<file path="config.mk">
export PLATFORM = sky130hd
export DESIGN_NAME = dunit_ctrl
export DESIGN_NICKNAME = d
export VERILOG_FILES = /design/src/rtl/dunit_pkg.sv /design/src/rtl/dunit_word_packer.sv /design/src/rtl/dunit_ctrl.sv
export SDC_FILE = /design/constraint.sdc
export NUM_CORES = 1
export LEC_CHECK = 0
export BUFFER_PORTS_ARGS = -buffer_cell sky130_fd_sc_hd__buf_2
export CORE_MARGIN = 2
export CORE_UTILIZATION = 52
export CTS_CLUSTER_DIAMETER = 120
export DETAILED_ROUTE_END_ITERATION = 6
export PLACE_DENSITY_LB_ADDON = 0.12
export SYNTH_ARGS = -nofsm -noshare
export SYNTH_HDL_FRONTEND = slang
export SYNTH_SLANG_ARGS = --single-unit
</file>
<file path="constraint.sdc">
create_clock -name i_clk -period 2.6 [get_ports i_clk]
set_clock_uncertainty 0.15 [all_clocks]
set_input_delay 0.26 -clock i_clk [delete_from_list [all_inputs] [get_ports i_clk]]
set_output_delay 0.26 -clock i_clk [all_outputs]
set_load 0.02 [all_outputs]
</file>
<file path="src/rtl/dunit_pkg.sv">
// dunit_pkg: command/response bytes, HALT word and FSM states shared by the debug-unit controller.
package dunit_pkg;
    localparam logic [7:0] CMD_LOAD  = 8'h4C;
    localparam logic [7:0] CMD_RUN   = 8'h43;
    localparam logic [7:0] CMD_STEP  = 8'h53;
    localparam logic [7:0] CMD_RSTPC = 8'h52;
    localparam logic [7:0] RSP_K     = 8'h4B;
    localparam logic [7:0] RSP_E     = 8'h45;
    localparam logic [7:0] RSP_H     = 8'h48;
    localparam logic [7:0] RSP_T     = 8'h54;
    localparam logic [31:0] HALT_WORD = 32'hFFFF_FFFF;
    typedef enum logic [2:0] {S_IDLE, S_LOAD, S_WRITE, S_RUN, S_STEP, S_RSTPC, S_ACK} state_t;
endpackage

</file>
<file path="src/rtl/dunit_word_packer.sv">
// dunit_word_packer: MSB-first byte-to-word shift register; word_valid flags the byte completing a word.
module dunit_word_packer #(
    parameter int NB_REG  = 32,
    parameter int NB_BYTE = 8
) (
    input  logic               clk,
    input  logic               rst,
    input  logic               clear,
    input  logic               valid,
    input  logic [NB_BYTE-1:0] data,
    output logic [NB_REG-1:0]  word,
    output logic               word_valid
);
    localparam int NB_CNT = $clog2(NB_REG / NB_BYTE);
    logic [NB_CNT-1:0] cnt;
    assign word_valid = valid && cnt == NB_CNT'(NB_REG / NB_BYTE - 1);
    // Clearing only the counter drops a partial word; the word register holds for the write bus.
    always_ff @(posedge clk) begin
        if (rst) begin
            word <= '0;
            cnt  <= '0;
        end else if (clear) begin
            cnt <= '0;
        end else if (valid) begin
            word <= {word[NB_REG-NB_BYTE-1:0], data};
            cnt  <= cnt + NB_CNT'(1);
        end
    end
endmodule

</file>
<file path="src/rtl/dunit_ctrl.sv">
// dunit_ctrl: UART-driven debug controller for the MIPS pipeline (load, run, step, PC reset).
// Define DUNIT_CYCLE_LIMIT_EN to add a MAX_CYCLES watchdog that ends RUN with response 'T'.
module dunit_ctrl
    import dunit_pkg::*;
#(
    parameter int NB_REG     = 32,
    parameter int NB_WIDHT   = 9,
    parameter int NB_BYTE    = 8,
    parameter int MAX_CYCLES = 1024
) (
    input  logic               i_clk,
    input  logic               i_reset,
    input  logic [NB_BYTE-1:0] i_rx_data,
    input  logic               i_rx_valid,
    input  logic               i_tx_busy,
    input  logic               i_halt,
    output logic [NB_BYTE-1:0] o_tx_data,
    output logic               o_tx_start,
    output logic               o_dunit_clk_en,
    output logic               o_dunit_reset_pc,
    output logic               o_dunit_w_en,
    output logic [NB_REG-1:0]  o_dunit_mem_addr,
    output logic [NB_REG-1:0]  o_dunit_mem_data,
    output logic [NB_REG-1:0]  o_cycle_count
);
    state_t state, state_n;
    logic [NB_WIDHT-3:0] idx;
    logic [NB_BYTE-1:0] ack, ack_n;
    logic halt_q, ran, limit, load_start, word_valid;
    logic [NB_REG-1:0] word;

    assign load_start = state == S_IDLE && i_rx_valid && i_rx_data == CMD_LOAD;

    dunit_word_packer #(.NB_REG(NB_REG), .NB_BYTE(NB_BYTE)) u_packer (
        .clk       (i_clk),
        .rst       (i_reset),
        .clear     (load_start),
        .valid     (state == S_LOAD && i_rx_valid),
        .data      (i_rx_data),
        .word      (word),
        .word_valid(word_valid)
    );

`ifdef DUNIT_CYCLE_LIMIT_EN
    localparam int NB_RC = $clog2(MAX_CYCLES + 1);
    logic [NB_RC-1:0] run_cnt;
    assign limit = run_cnt == NB_RC'(MAX_CYCLES);
    always_ff @(posedge i_clk) begin
        if (i_reset || state != S_RUN)
            run_cnt <= '0;
        else if (o_dunit_clk_en)
            run_cnt <= run_cnt + NB_RC'(1);
    end
`else
    assign limit = 1'b0;
`endif

    // Enable decisions use the halt level registered on the previous edge.
    assign o_dunit_clk_en   = !halt_q && ((state == S_RUN && !limit) || state == S_STEP);
    assign o_dunit_w_en     = state == S_WRITE;
    assign o_dunit_reset_pc = state == S_RSTPC;
    assign o_tx_start       = state == S_ACK && !i_tx_busy;
    assign o_tx_data        = ack;
    assign o_dunit_mem_data = word;

    always_comb begin
        state_n = state;
        ack_n   = ack;
        case (state)
            S_IDLE: if (i_rx_valid) begin
                state_n = i_rx_data == CMD_LOAD  ? S_LOAD  :
                          i_rx_data == CMD_RUN   ? S_RUN   :
                          i_rx_data == CMD_STEP  ? S_STEP  :
                          i_rx_data == CMD_RSTPC ? S_RSTPC : S_ACK;
                ack_n   = RSP_E;
            end
            S_LOAD:  state_n = word_valid ? S_WRITE : S_LOAD;
            S_WRITE: begin
                state_n = (word == HALT_WORD || &idx) ? S_ACK : S_LOAD;
                ack_n   = word == HALT_WORD ? RSP_K : RSP_E;
            end
            S_RUN: if (halt_q) begin
                state_n = S_ACK;
                ack_n   = ran ? RSP_K : RSP_H;
            end else if (limit) begin
                state_n = S_ACK;
`ifdef DUNIT_CYCLE_LIMIT_EN
                ack_n   = RSP_T;
`endif
            end
            S_STEP: begin
                state_n = S_ACK;
                ack_n   = halt_q ? RSP_H : RSP_K;
            end
            S_RSTPC: begin
                state_n = S_ACK;
                ack_n   = RSP_K;
            end
            S_ACK:   state_n = i_tx_busy ? S_ACK : S_IDLE;
            default: state_n = S_IDLE;
        endcase
    end

    always_ff @(posedge i_clk) begin
        if (i_reset) begin
            state            <= S_IDLE;
            ack              <= '0;
            idx              <= '0;
            halt_q           <= 1'b0;
            ran              <= 1'b0;
            o_dunit_mem_addr <= '0;
            o_cycle_count    <= '0;
        end else begin
            state  <= state_n;
            ack    <= ack_n;
            halt_q <= i_halt;
            ran    <= state == S_RUN && (ran || o_dunit_clk_en);
            if (load_start)
                idx <= '0;
            else if (state == S_WRITE)
                idx <= idx + 1'b1;
            if (word_valid)
                o_dunit_mem_addr <= NB_REG'({idx, 2'b00});
            if (state == S_RSTPC)
                o_cycle_count <= '0;
            else if (o_dunit_clk_en && !(&o_cycle_count))
                o_cycle_count <= o_cycle_count + 1'b1;
        end
    end
endmodule
</file>
==> results of run 1 <==
## area by class of cell
type | instances | area (sq um)
Fill cell | 742 | 3080
Inverter | 9 | 33.8
Multi-Input combinational cell | 409 | 2270
Sequential cell | 90 | 1800
Clock inverter | 6 | 114
Clock buffer | 10 | 128
Timing Repair Buffer | 107 | 578
Tap cell | 105 | 131
## synth_stat cells, types with 2 or more instances
master	count
a211oi_1	8
a21oi_1	65
nor2b_1	2
nand4_1	19
a21o_1	2
and2_1	2
a31o_2	3
o211ai_1	5
nand2b_1	3
or4_1	12
buf_2	5
nor3_1	3
o31ai_1	6
or3_1	11
inv_1	9
and4_1	5
ha_1	3
nor4_1	5
nand4b_1	2
nand2_1	106
xnor2_1	10
nor2_1	30
mux2i_1	4
o21ai_0	17
and3_1	2
a31oi_1	3
dfxtp_1	90
nand3_1	22
nand3b_1	3
xor2_1	6
nor3b_1	2
or2_2	4
buf_4	28
clkbuf_1	21
## path summary, 6_finish.rpt
kind,to,slack (ps),cells past startpoint
worst min-delay path,u_packer.word[5],5,3
worst min register to register,o_tx_data[6],300,2
worst max register to register,o_cycle_count[27],150,5
worst max-delay path,o_cycle_count[27],150,5
## flip-flops by register name, indices dropped and copies added (netlist names)
signal	count
o_dunit_mem_addr	7
ran	1
o_cycle_count	32
state	3
u_packer.word	32
idx	7
halt_q	1
o_tx_data	5
u_packer.cnt	2
## worst max-delay path: cells and delay by family (launching register included)
family / cells / cell delay, ps
AOI/OAI and AO/OA: 2 / 340
DFF: 1 / 430
and+or+nand+nor: 3 / 1460
## layer usage
metal | vias to the layer above | GRT usage [%]
met1 | 1898 | 33.1
met5 | - | 0
met4 | 0 | 6.76
met3 | 13 | 5.06
met2 | 125 | 34.1
li1 | 2025 | -
## repair_timing
item | in CTS | in global routing
buffers inserted | 0 | 0
endpoints found under the hold margin | 2 | 0
gates resized for setup | 0 | 2
setup endpoints to repair | 0 | 3
hold buffers | 2 | 0
## power by group
part / switching (uW) / internal [uW]
clock network: 501 / 643
registers: 72.7 / 1460
logic: 542 / 302
## stage by stage
step | utilization [%] | total power (uW) | area, sq um | hold WS [ps]
finish | 62.2 | 3520 | 5060 | 4.78
global route | 62.2 | 3710 | 5060 | 19.6
CTS | 62.1 | 3540 | 5050 | 0.482
detailed placement | 58.9 | 2400 | 4790 | 290
global placement | 58.9 | 2380 | 4790 | 283
floorplan | - | 2200 | 4410 | 238
## kinds of logic (layout without fill, tap and decap cells)
family / Yosys count / after routing / synth area share, %
and+or+nand+nor: 241 / 241 / 28.5
AOI/OAI and AO/OA: 117 / 117 / 16.2
DFF: 90 / 90 / 41.8
buffers and inverters: 65 / 132 / 8.41
xor gates and xnor gates: 16 / 16 / 3.25
muxes: 4 / 4 / 0.928
adders and majority gates: 3 / 3 / 0.870
other: 1 / 28 / 0.0869
==> metrics.yaml, run 1 <==
status: "finished clean"
initial_utilization_pct: 53.0
worstPathArrival_ps: 2590
stdcell_count: 736
drc: 0
endpoint_kind: "register"
ir_drop_uv: 425
finalNetCount: 642
core-area_sq_um: 8130
synthArstFlopShare_pct: 0
grt_max_degree: 47
syn_inst: 537
cp_max_fo: 9
tns_ps: 0
clock_latency_ps: 350
clockBufferDepth: 2
grt_pass1_wl_mm: 16.6
cts_max_level: 3
fin_crit_sh_pct: 94.3
grt_pass1_vias: 3470
grt_overflow: 0
crit_slowest_cell: "or4_1"
route.met3.wl_um: 639
setup_viol: 0
crit_chain: "and4_1 > o2111ai_4 > or4_1 > or4_1 > a21oi_1"
ys_ff_latch: 90
clkTransAtPathRegs_ps: 90
netlist_area_sq_um: 4310
synthTopCellsByArea: "dfxtp_1 42%, nand2_1 9.2%, a21oi_1 7.5%"
dp_slack_ps: 133
final_common_cell: "nand2_1"
hold_path.startpoint: "i_rx_data[5]"
detailed_place_hpwl_mm: 7.27
worst_pin_slew_ps: 655
wl_per_cell_um: 13.8
io_pins: 121
cpMostUsedCell: "or4_1"
rows: 33
drtPass1Iterations: 5
p_leak_uw: 0.00200
p_per_area_nw_per_um2: 696
area_growth_syn_to_layout_pct: 17.2
die_w_um: 95.1
yosys_warnings: 0
cp_slowest_stage_delay_ps: 590
drive_above_1_share_pct: 21.6
gp_congestion: 0.830
grt.total_usage_pct: 22.9
via_count: 4061
crit_path_start_kind: "register"
required_ps: 2740
hold_class: "input pin to register"
met2WireLength_mm: 4.43
rsz0062_at_grt: "false"
clock_tree.root_cell: "clkbuf_8"
finalHoldViolations: 0
yosysSeqAreaShare_pct: 41.8
synth_area_per_cell_sq_um: 8.03
totalWireLength_mm: 10.2
die_h_um: 95.1
synth_cell_type_count: 53
max-slew-margin-rel_pct: 56.2
diodes: 0
rr_startpoint: "o_cycle_count[2]"
cts_tree: "built"
maxSlewViolCount: 0
critical_path_class: "register to register"
met1_length_mm: 4.95
synth_top_cell_by_area: "dfxtp_1"
maxCapViolCount: 0
synth_edf_count: 0
drt-initial-drc-count: 179
place_inst: 718
vias_per_cell: 5.52
die_area_sq_um: 9040
worstSetupStartpoint: "o_cycle_count[2]"
fmax_mhz: 408
portBuffers: 92
routed.top_layer: "met4"
layout_min_cycle_time_ps: 2450
final_antenna_net_count: 0
cts_inserted_buffers: 9
mostFrequentLayoutCells: "106 x nand2_1, 92 x buf_2, 90 x dfxtp_1"
yosysTopAreaCellShare_pct: 41.8
antenna_found_initial: 0
postLayoutSetupSlackWorst_ps: 148
clock-sinks: 90
synth_flop_cell: "dfxtp_1"
Power figures use the tool's default switching activity.
==> inputs of run 2 (changes only) <==
--- a/config.mk
+++ b/config.mk
@@ -11,6 +11,7 @@
 export CTS_CLUSTER_DIAMETER = 120
 export DETAILED_ROUTE_END_ITERATION = 6
 export PLACE_DENSITY_LB_ADDON = 0.12
+export RECOVER_POWER = 100
 export SYNTH_ARGS = -nofsm -noshare
 export SYNTH_HDL_FRONTEND = slang
 export SYNTH_SLANG_ARGS = --single-unit
==> run 2 against run 1 <==
Effect of this change:
- total power shrank 1.2%
- first-iteration DRC count shrank 4.5%
- via count grew 0.59%
- critical endpoint unchanged
==> metrics.yaml, run 2 (same netlist as run 1, synthesis figures left out) <==
drive_above_1_share_pct: 8.40  # -13 points
clkTransAtPathRegs_ps: 90  # about the same
utilization_pct: 60.6  # -1.6 points
area_growth_syn_to_layout_pct: 14.2
clock-sinks: 90  # unchanged
grt_pass1_wl_mm: 16.6  # unchanged
final_antenna_net_count: 0  # unchanged
clock_tree.root_cell: "clkbuf_8"
detailed_place_hpwl_mm: 7.27  # unchanged
maxSlewViolCount: 0  # unchanged
cts_tree: "built"
crit_path_start_kind: "register"
p_per_area_nw_per_um2: 706  # +1.4%
drc: 0  # unchanged
tns_ps: 0  # unchanged
io_pins: 121  # unchanged
largestRegisters: "o_cycle_count: 32 flops, u_packer.word: 32 flops"
finalHoldViolations: 0  # unchanged
clock_latency_ps: 350  # about the same
vias_per_cell: 5.55  # +0.59%
core-area_sq_um: 8130  # unchanged
portBuffers: 92  # unchanged
initial_utilization_pct: 53.0  # unchanged
endpoint_kind: "register"
hold_class: "input pin to register"
cp_max_fo: 9  # unchanged
regArea_sq_um: 1800  # unchanged
cts_setup_buffers: 0  # unchanged
diodes: 0  # unchanged
worst_pin_slew_ps: 716  # +61.0 ps
status: "finished clean"
cts_inserted_buffers: 9  # unchanged
grt_max_degree: 47  # unchanged
gp_congestion: 0.830  # unchanged
fin_crit_sh_pct: 93.9  # -0.39 points
wl_per_cell_um: 13.9  # +0.64%
ir_drop_uv: 424  # -0.25%
setup_viol: 0  # unchanged
maxCapViolCount: 0  # unchanged
worstPathArrival_ps: 2580  # about the same
layout_min_cycle_time_ps: 2440  # -10.1 ps
mostFrequentLayoutCells: "106 x nand2_1, 90 x dfxtp_1, 81 x clkbuf_1"
fmax_mhz: 410  # +0.41%
rsz0062_at_grt: "false"
antenna_found_initial: 0  # unchanged
fin_area_sq_um: 4930  # -2.5%
critical_path_class: "register to register"
via_count: 4085  # +0.59%
rows: 33  # unchanged
grt_overflow: 0  # unchanged
multiInputGateArea_sq_um: 2250  # -1.0%
fill_cells: 798  # +7.5%
drtPass1Iterations: 4  # -1
cts_max_level: 3  # unchanged
final_common_cell: "nand2_1"
totalWireLength_mm: 10.2  # +0.64%
max-slew-margin-rel_pct: 52.3  # -3.9 points
die_w_um: 95.1  # unchanged
grt.total_usage_pct: 22.9  # unchanged
r2r_slack_ps: 160  # about the same
finalNetCount: 642  # unchanged
grt_pass1_vias: 3470  # unchanged
finalPower_uw: 3480  # -1.2%
drt-initial-drc-count: 171  # -4.5%
p_leak_uw: 0.00164  # -18%
post_dp_cell_area_sq_um: 4790  # unchanged
die_area_sq_um: 9040  # unchanged
clockBufferDepth: 2  # unchanged
die_h_um: 95.1  # unchanged
required_ps: 2740  # about the same
## run 2: area by class of cell
class                           count  share of cell area, %
Timing Repair Buffer              107                   9.60
Clock buffer                       10                   2.59
Clock inverter                      6                   2.31
Inverter                            9                  0.686
Sequential cell                    90                   36.6
Tap cell                          105                   2.67
Multi-Input combinational cell    409                   45.6
## run 2: metal layers
layer / global-route usage [%] / part of all wire [%]
met1: 33.1 / 49
met2: 34.1 / 43
met3: 5.06 / 5.8
met4: 6.76 / 1.5
met5: 0 / 0
## run 2: where the power goes
group	leakage, uW	total [uW]	switching, uW	internal, uW
Clock	0.000113	1140	502	643
Combinational	0.000804	801	531	270
Sequential	0.000727	1530	73.7	1460
Total	0.00164	3480	1110	2370
## run 2: timing repair
item	4_1_cts	5_1_grt
gates resized for setup	0	2
hold buffers	2	0
setup endpoints to repair	0	3
hold endpoints to repair	2	0
## run 2: through the flow
step	hold slack (ps)	setup slack [ps]	cells
2_1_floorplan	238	166	564
3_3_place_gp	283	239	718
3_5_place_dp	290	133	718
4_1_cts	0.482	124	736
5_1_grt	19.6	0.347	736
6_report	4.70	158	736
## run 2: worst paths after layout
kind,startpoint,to,depth (start not counted)
worst max-delay path,o_cycle_count[2],o_cycle_count[27],5
worst min-delay path,i_rx_data[5],u_packer.word[5],3
worst max register to register,o_cycle_count[2],o_cycle_count[27],5
worst min register to register,o_tx_data[6],o_tx_data[6],2
## run 2: worst max-delay path, stage by stage (launching register included)
cell,delay [ps]
dfxtp_1,430
and4_1,360
o2111ai_4,180
or4_1,590
or4_1,510
a21oi_1,170
